==> config.mk <==
export PLATFORM = sky130hd
export DESIGN_NAME = sha256_msg_padder
export DESIGN_NICKNAME = d
export VERILOG_FILES = /design/src/rtl/sha256_pkg.sv /design/src/rtl/sha256_pad_slot.sv /design/src/rtl/sha256_msg_padder.sv
export SDC_FILE = /design/constraint.sdc
export NUM_CORES = 1
export LEC_CHECK = 0
export CAP_MARGIN = 10
export CELL_PAD_IN_SITES_DETAIL_PLACEMENT = 1
export CELL_PAD_IN_SITES_GLOBAL_PLACEMENT = 1
export CORE_ASPECT_RATIO = 0.7
export CORE_MARGIN = 3
export CORE_UTILIZATION = 43
export DETAILED_ROUTE_END_ITERATION = 10
export PLACE_DENSITY_LB_ADDON = 0.1
export SLEW_MARGIN = 20
export SYNTH_ARGS = -nofsm -noshare
export SYNTH_HDL_FRONTEND = slang
export SYNTH_HIERARCHICAL = 1
export SYNTH_SLANG_ARGS = --single-unit
==> constraint.sdc <==
create_clock -name clk -period 4.6 [get_ports clk]
set_input_delay 0.46 -clock clk [delete_from_list [all_inputs] [get_ports clk]]
set_output_delay 0.46 -clock clk [all_outputs]
set_load 0.1 [all_outputs]
==> src/rtl/sha256_pkg.sv <==
// Shared types and constants for the SHA-256 message padding front end.
package sha256_pkg;

    localparam int          SHA_BLOCK_WORDS = 16;
    localparam logic [31:0] SHA_PAD_WORD    = 32'h8000_0000;

    // Word 0 of a block is element [0]; each element is one 32-bit word.
    typedef logic [SHA_BLOCK_WORDS-1:0][31:0] sha_block_t;

    typedef enum logic [1:0] {
        ST_IDLE  = 2'd0,
        ST_FILL  = 2'd1,
        ST_OFFER = 2'd2,
        ST_FIN   = 2'd3
    } pad_state_t;

    // Message words + marker word + two length words, rounded up to whole blocks.
    function automatic int num_padded_blocks(input int n);
        return (n + 18) / 16;
    endfunction

endpackage

==> src/rtl/sha256_pad_slot.sv <==
// Padding rule for one block slot: message word, 0x80000000 marker, zero fill, or length.
// Purely combinational, zero latency; no handshake.
module sha256_pad_slot
    import sha256_pkg::*;
(
    input  logic [15:0] g,
    input  logic [15:0] n,
    input  logic        is_last,
    input  logic [3:0]  slot,
    input  logic [31:0] mem_word,
    output logic [31:0] slot_word
);

    logic [31:0] len_word;

    // Bit length of the message; n never exceeds 1024, so the high length word is zero.
    assign len_word = {11'b0, n, 5'b0};

    always_comb begin
        slot_word = '0;
        if (g < n) begin
            slot_word = mem_word;
        end else if (g == n) begin
            slot_word = SHA_PAD_WORD;
        end else if (is_last && slot == 4'(SHA_BLOCK_WORDS - 2)) begin
            slot_word = '0;
        end else if (is_last && slot == 4'(SHA_BLOCK_WORDS - 1)) begin
            slot_word = len_word;
        end
    end

endmodule

==> src/rtl/sha256_msg_padder.sv <==
// Fetches a message from synchronous memory and offers SHA-256 padded 512-bit blocks.
// 17 cycles to fill each block; block held stable on blk_valid until blk_ready.
module sha256_msg_padder
    import sha256_pkg::*;
#(
    parameter int NUM_OF_WORDS = 20
) (
    input  logic        clk,
    input  logic        reset_n,
    input  logic        start,
    input  logic [15:0] message_addr,
    output logic [15:0] mem_addr,
    output logic        mem_we,
    input  logic [31:0] mem_read_data,
    output sha_block_t  blk_data,
    output logic        blk_valid,
    input  logic        blk_ready,
    output logic        blk_last,
    output logic [7:0]  blk_idx,
    output logic        busy,
    output logic        done
);

    localparam int          NUM_BLOCKS = num_padded_blocks(NUM_OF_WORDS);
    localparam logic [15:0] MSG_WORDS  = 16'(NUM_OF_WORDS);
    localparam logic [7:0]  LAST_IDX   = 8'(NUM_BLOCKS - 1);

    pad_state_t  state, state_nxt;
    logic [4:0]  cnt;
    logic [7:0]  blk_idx_q;
    logic [15:0] base_q;
    logic [15:0] addr_q;
    sha_block_t  blk_q;

    logic [15:0] blk_off;
    logic [15:0] rd_g;
    logic [3:0]  wr_slot;
    logic [15:0] wr_g;
    logic        is_last;
    logic        fill_done;
    logic        rd_en;
    logic [31:0] slot_word;

    assign blk_off   = {4'b0, blk_idx_q, 4'b0};
    assign rd_g      = blk_off + {12'b0, cnt[3:0]};
    // Slot written in cycle c is c-1; at c=16 the low bits wrap to give slot 15.
    assign wr_slot   = cnt[3:0] - 4'd1;
    assign wr_g      = blk_off + {12'b0, wr_slot};
    assign is_last   = (blk_idx_q == LAST_IDX);
    assign fill_done = (cnt == 5'd16);

    sha256_pad_slot u_pad_slot (
        .g         (wr_g),
        .n         (MSG_WORDS),
        .is_last   (is_last),
        .slot      (wr_slot),
        .mem_word  (mem_read_data),
        .slot_word (slot_word)
    );

    always_ff @(posedge clk or negedge reset_n) begin
        if (!reset_n) begin
            state <= ST_IDLE;
        end else begin
            state <= state_nxt;
        end
    end

    always_comb begin
        state_nxt = state;
        case (state)
            ST_IDLE:  if (start) state_nxt = ST_FILL;
            ST_FILL:  if (fill_done) state_nxt = ST_OFFER;
            ST_OFFER: if (blk_ready) state_nxt = is_last ? ST_FIN : ST_FILL;
            ST_FIN:   state_nxt = ST_IDLE;
            default:  state_nxt = ST_IDLE;
        endcase
    end

    always_comb begin
        blk_valid = (state == ST_OFFER);
        blk_last  = (state == ST_OFFER) && is_last;
        busy      = (state == ST_FILL) || (state == ST_OFFER);
        done      = (state == ST_FIN);
        mem_we    = 1'b0;
        // Reads stop at the last message word; the address then simply holds.
        rd_en     = (state == ST_FILL) && !cnt[4] && (rd_g < MSG_WORDS);
        mem_addr  = rd_en ? (base_q + rd_g) : addr_q;
        blk_data  = blk_q;
        blk_idx   = blk_idx_q;
    end

    always_ff @(posedge clk or negedge reset_n) begin
        if (!reset_n) begin
            cnt       <= '0;
            blk_idx_q <= '0;
            base_q    <= '0;
            addr_q    <= '0;
            blk_q     <= '0;
        end else begin
            addr_q <= mem_addr;
            case (state)
                ST_IDLE: begin
                    if (start) begin
                        base_q    <= message_addr;
                        blk_idx_q <= '0;
                        cnt       <= '0;
                    end
                end
                ST_FILL: begin
                    if (cnt != 5'd0) begin
                        blk_q[wr_slot] <= slot_word;
                    end
                    cnt <= fill_done ? 5'd0 : cnt + 5'd1;
                end
                ST_OFFER: begin
                    if (blk_ready && !is_last) begin
                        blk_idx_q <= blk_idx_q + 8'd1;
                    end
                end
                default: ;
            endcase
        end
    end

endmodule

==> reports/results.ini, run 1 <==
[drt]
ant_nets = 0
vias = 15500
drtIter0Drc = 707
drt_wl_total_um = 81700
drc = 0
first_pass_iters = 4
post_drt_wl_per_cell_um = 27.5
vias_per_cell = 5.21

[layout]
multi_input_area_um2 = 8780
stdcell_count = 2966
final_cell_mix = clkdlybuf4s50_1, dfrtp_1, mux2_2
layout_commonest_cell = clkdlybuf4s50_1
nets = 2282
fill_cells = 5192
syn_to_final_growth_pct = 36.0
register_area_um2 = 14000
drive_above_1_share_pct = 32.8

[critical_path]
cp_max_fo = 10
arrival_ps = 3860
start_kind = flop
endpoint_kind = primary output
path_class = flop to primary output
worstPathRequired_ps = 4140

[cts]
clock_path_buffers = 3
clockRootBuffer = clkbuf_16
clock_sinks = 559
cts_buffers = 55
post_cts_buffers = 0
cts_tree = yes
clk_pin_slew_worst_paths_ps = 60
clk_latency_ps = 610
htreeDepth = 2

[floorplan]
die_width_um = 286
start_util_pct = 43.7
rows = 71
ios = 593
fp.dieH_um = 202
dieArea_um2 = 57700
core_um2 = 53900

[place]
place_inst = 2861
gp_congestion = 0.841
io_buffers = 591
preCtsSetupSlack_ps = 443
hpwlAfterDp_um = 58300

[sta]
max_freq_mhz = 232
period_share_pct = 93.9
layout_setup_ws_ps = 281
grt_setup_unrepaired = no
worstMarginPinSlew_ps = 1180
tns_ps = 0
report.final.setup_viol = 0
period_minus_slack_ps = 4320
final-hold-violation-count = 0
relSlewSlack_pct = 21.1
slew_viol_final = 0
skew_ps = 17.9

[outcome]
status = complete, no violations

[yosys]
synth_async_sr_flop_share_pct = 100
synth_cell_type_count = 61
ys_seq_area_share_pct = 59.3
synth_flop_cell = dfrtp_1
netlist_area_um2 = 23600
synth_cells = 1555
synth_warnings = 6
synth_edf_count = 0
synth_area_per_cell_um2 = 15.2
synth.ff_latch_count = 559

[min_path]
hp-class = input port to flop

[global_routing]
antenna_found_initial = 7
grt_pass1_wl_um = 120000
grt_overflow = 0
grt_pass1_vias = 17000
grt_max_degree = 120
track_usage_pct = 28.0

[run]
max_cap_violations = 0

[per-layer routing]
metal / global-route usage [%] / up-vias / routed length, um
met2: 45.8 / 461 / 38800
li1: - / 6633 / -
met1: 36.6 / 8230 / 34400
met5: 0 / - / 39
met4: 8.78 / 6 / 2610
met3: 7.50 / 136 / 5780
[final timing paths]
path	to	slack (ps)	startpoint	depth (start not counted)
worst max-delay path	mem_addr[14]	280	cnt[0]	9
worst min-delay path	base_q[6]	480	message_addr[6]	2
worst max register to register	blk_data[137]	620	cnt[0]	10
worst min register to register	addr_q[4]	500	addr_q[4]	2
max in group asynchronous	base_q[8]	2820	reset_n	3
min in group asynchronous	blk_data[394]	510	reset_n	2
[logic make-up (layout without fill, tap and decap cells)]
kind of cell,after synthesis,in the layout,synth area share (%)
DFF,559,559,59.3
muxes,547,547,27.3
buffers and inverters,151,794,4.18
and+or+nand+nor,148,148,3.57
AOI/OAI and AO/OA,90,90,2.67
adders and majority gates,41,41,2.21
xor gates and xnor gates,17,17,0.711
other,2,40,0.0319
[cell usage after synthesis (all sizes together), types with 3 or more instances]
cell type	number	area, um2
a211oi	3	22.5
a21o	5	37.5
a21oi	23	115
a31oi	6	97.6
and2	15	93.8
and3	4	25.0
buf	63	654
clkbuf	38	144
dfrtp	559	14000
ha	40	500
inv	50	188
mux2	531	6270
mux2i	16	160
nand2	50	188
nand3	11	55.1
nand4	6	43.8
nor2	38	265
nor3	8	55.1
nor4	3	18.8
o211ai	6	63.8
o21ai	32	160
o31ai	3	22.5
or3	3	23.8
xnor2	9	97.6
xor2	8	70.1
[critical path: stages (launching register included)]
cell,delay [ps]
dfrtp_1,520
ha_1,300
fa_1,430
a211oi_1,420
o21ai_0,290
a2111oi_4,500
nor3_1,130
xnor2_1,140
o21ai_1,190
buf_4,330
[cell type report]
class / count / area share (%)
antenna: 3 / 0.0234
tap: 730 / 2.85
clock inverter: 21 / 0.624
timing repair buffer: 643 / 19.8
multi-input combinational: 880 / 27.4
clock buffer: 80 / 5.12
inverter: 50 / 0.585
sequential: 559 / 43.6
[state kept, by name (all words and copies together), names as in the netlist]
signal / cells
addr_q: 16
blk_data: 512
state: 2
base_q: 16
cnt: 5
blk_idx: 8
[repair_timing]
item,CTS,global route
hold endpoints to repair,85,0
cloned,0,0
hold buffers,1,0
resized for setup,2,1
setup endpoints to repair,2,1
[through the flow]
step	hold WS (ps)	area, um2	util [%]
after CTS	457	32000	59.4
after detailed placement	477	30200	56.0
after global placement	466	30200	55.9
after floorplan	164	23700	-
final	478	32100	59.5
after global routing	465	32100	59.4
Power of run 1 is left out: the tool's default activity adds up to more than one toggle a clock period on the data nets, which glitch-free logic cannot reach.
==> run 2: changes to the inputs <==
--- a/config.mk
+++ b/config.mk
@@ -11,6 +11,7 @@
 export CORE_ASPECT_RATIO = 0.7
 export CORE_MARGIN = 3
 export CORE_UTILIZATION = 43
+export CTS_CLUSTER_DIAMETER = 120
 export DETAILED_ROUTE_END_ITERATION = 10
 export PLACE_DENSITY_LB_ADDON = 0.1
 export SLEW_MARGIN = 20
==> results of run 2 <==
Same layout as run 1: the final DEF is identical, and so are final timing and power.
Power of run 2 is left out for the same reason.
==> run 3: changes to the inputs <==
--- a/config.mk
+++ b/config.mk
@@ -10,9 +10,11 @@
 export CELL_PAD_IN_SITES_GLOBAL_PLACEMENT = 1
 export CORE_ASPECT_RATIO = 0.7
 export CORE_MARGIN = 3
-export CORE_UTILIZATION = 43
+export CORE_UTILIZATION = 45
+export CTS_BUF_LIST = sky130_fd_sc_hd__clkbuf_8
 export CTS_CLUSTER_DIAMETER = 120
 export DETAILED_ROUTE_END_ITERATION = 10
+export MAX_ROUTING_LAYER = met4
 export PLACE_DENSITY_LB_ADDON = 0.1
 export SLEW_MARGIN = 20
 export SYNTH_ARGS = -nofsm -noshare
==> reports/results.ini, run 3 (synthesized netlist as in run 1, its figures left out) <==
[min_path]
hp-class = input port to flop
hold_depth = 2
min_to = base_q[14]
min_from = message_addr[14]

[sta]
skew_ps = 26.5
slew_viol_final = 0
report.final.setup_viol = 0
relSlewSlack_pct = 20.2
tns_ps = 0
final-hold-violation-count = 0
period_minus_slack_ps = 4250
grt_setup_unrepaired = no
max_freq_mhz = 235
worstMarginPinSlew_ps = 1190
period_share_pct = 92.3

[cts]
htreeDepth = 3
clock_sinks = 559
clk_latency_ps = 670
clk_pin_slew_worst_paths_ps = 70
cts_buffers = 88
clock_path_buffers = 3
clockRootBuffer = clkbuf_8
cts_tree = yes

[global_routing]
track_usage_pct = 30.5
grt_max_degree = 102
grt_pass1_vias = 17300
grt_pass1_wl_um = 120000
grt_overflow = 0
antenna_found_initial = 4

[layout]
utilization_pct = 62.2
drive_above_1_share_pct = 33.5
final_cell_mix = clkdlybuf4s50_1, dfrtp_1, mux2_2
fill_cells = 4863
stdcell_count = 2959
syn_to_final_growth_pct = 35.2
final_area_um2 = 31900
layout_commonest_cell = clkdlybuf4s50_1
nets = 2313
largest_reg_flops = 512

[critical_path]
path_class = flop to primary output
arrival_ps = 3790
regToRegSetupSlack_ps = 740
start_kind = flop
worstPathRequired_ps = 4140
r2r-start = cnt[0]
endpoint_kind = primary output
reg2reg_to = blk_data[356]
cp_max_fo = 10
startpoint = cnt[0]
worstRegToRegCells = 9

[outcome]
status = complete, no violations

[floorplan]
fp.dieH_um = 197
core_um2 = 51300
die_width_um = 280
dieArea_um2 = 55200
rows = 69
start_util_pct = 46.0
ios = 593

[run]
max_cap_violations = 0

[place]
place_area_um2 = 30100
gp_congestion = 0.883
hpwlAfterDp_um = 58200
io_buffers = 591
place_inst = 2803

[drt]
drtIter0Drc = 814
ant_nets = 0
vias_per_cell = 5.34
vias = 15800
drc = 0
first_pass_iters = 5
drt_wl_total_um = 82000
post_drt_wl_per_cell_um = 27.7

-- run 3: cell types whose count changed in the layout (fill, tap and decap cells not counted), moves of 2 or more --
cell and change:
clkinv_2 -6, clkbuf_16 -56, clkbuf_8 +96, clkbuf_1 -9, buf_12 +2, clkdlybuf4s50_1 -2
inv_1 +26, bufinv_16 -2
-- run 3: worst max-delay path, cell delays in order, from the launching register on --
cell	delay, ps
dfrtp_1	520
ha_1	300
fa_1	460
a211oi_2	320
o21ai_0	190
a2111oi_1	450
buf_4	200
nor3_1	60
xnor2_1	130
o21ai_1	160
buf_4	320
-- run 3: worst max-delay path by stage --
stage,endpoint,slack [ps],cells past startpoint
after floorplan,mem_addr[6],150,7
after global placement,blk_data[296],930,9
after detailed placement,blk_data[68],820,9
after CTS,mem_addr[14],130,10
after global routing,mem_addr[12],40,10
final,mem_addr[14],350,10
-- run 3: routing by layer --
| layer | up-vias | GRT usage [%] | part of all wire, % |
|---|---|---|---|
| li1 | 6707 | - | - |
| met5 | - | - | 0 |
| met2 | 544 | 48.0 | 48 |
| met3 | 119 | 9.24 | 7.6 |
| met4 | 0 | 9.15 | 2.6 |
| met1 | 8420 | 38.3 | 42 |
-- run 3: timing repair --
action | CTS | global route
gates resized for setup | 0 | 2
hold buffers | 1 | 0
hold endpoints to repair | 93 | 0
setup buffers | 0 | 0
endpoints found under the setup margin | 0 | 2
-- run 3: area by class of cell --
type | instances | area [um2] | area share (%)
timing repair buffer | 641 | 6340 | 19.9
sequential | 559 | 14000 | 43.9
tap | 674 | 843 | 2.65
clock buffer | 111 | 1530 | 4.79
multi-input combinational | 880 | 8760 | 27.5
clock inverter | 40 | 219 | 0.687
inverter | 50 | 188 | 0.589
antenna | 4 | 10.0 | 0.0314
-- run 3: through the flow --
step / hold slack [ps] / setup WS, ps
floorplan: 164 / 154
CTS: 335 / 127
finish: 405 / 352
global route: 359 / 39.5
global placement: 483 / 926
detailed placement: 484 / 825
Power of run 3 is left out for the same reason.
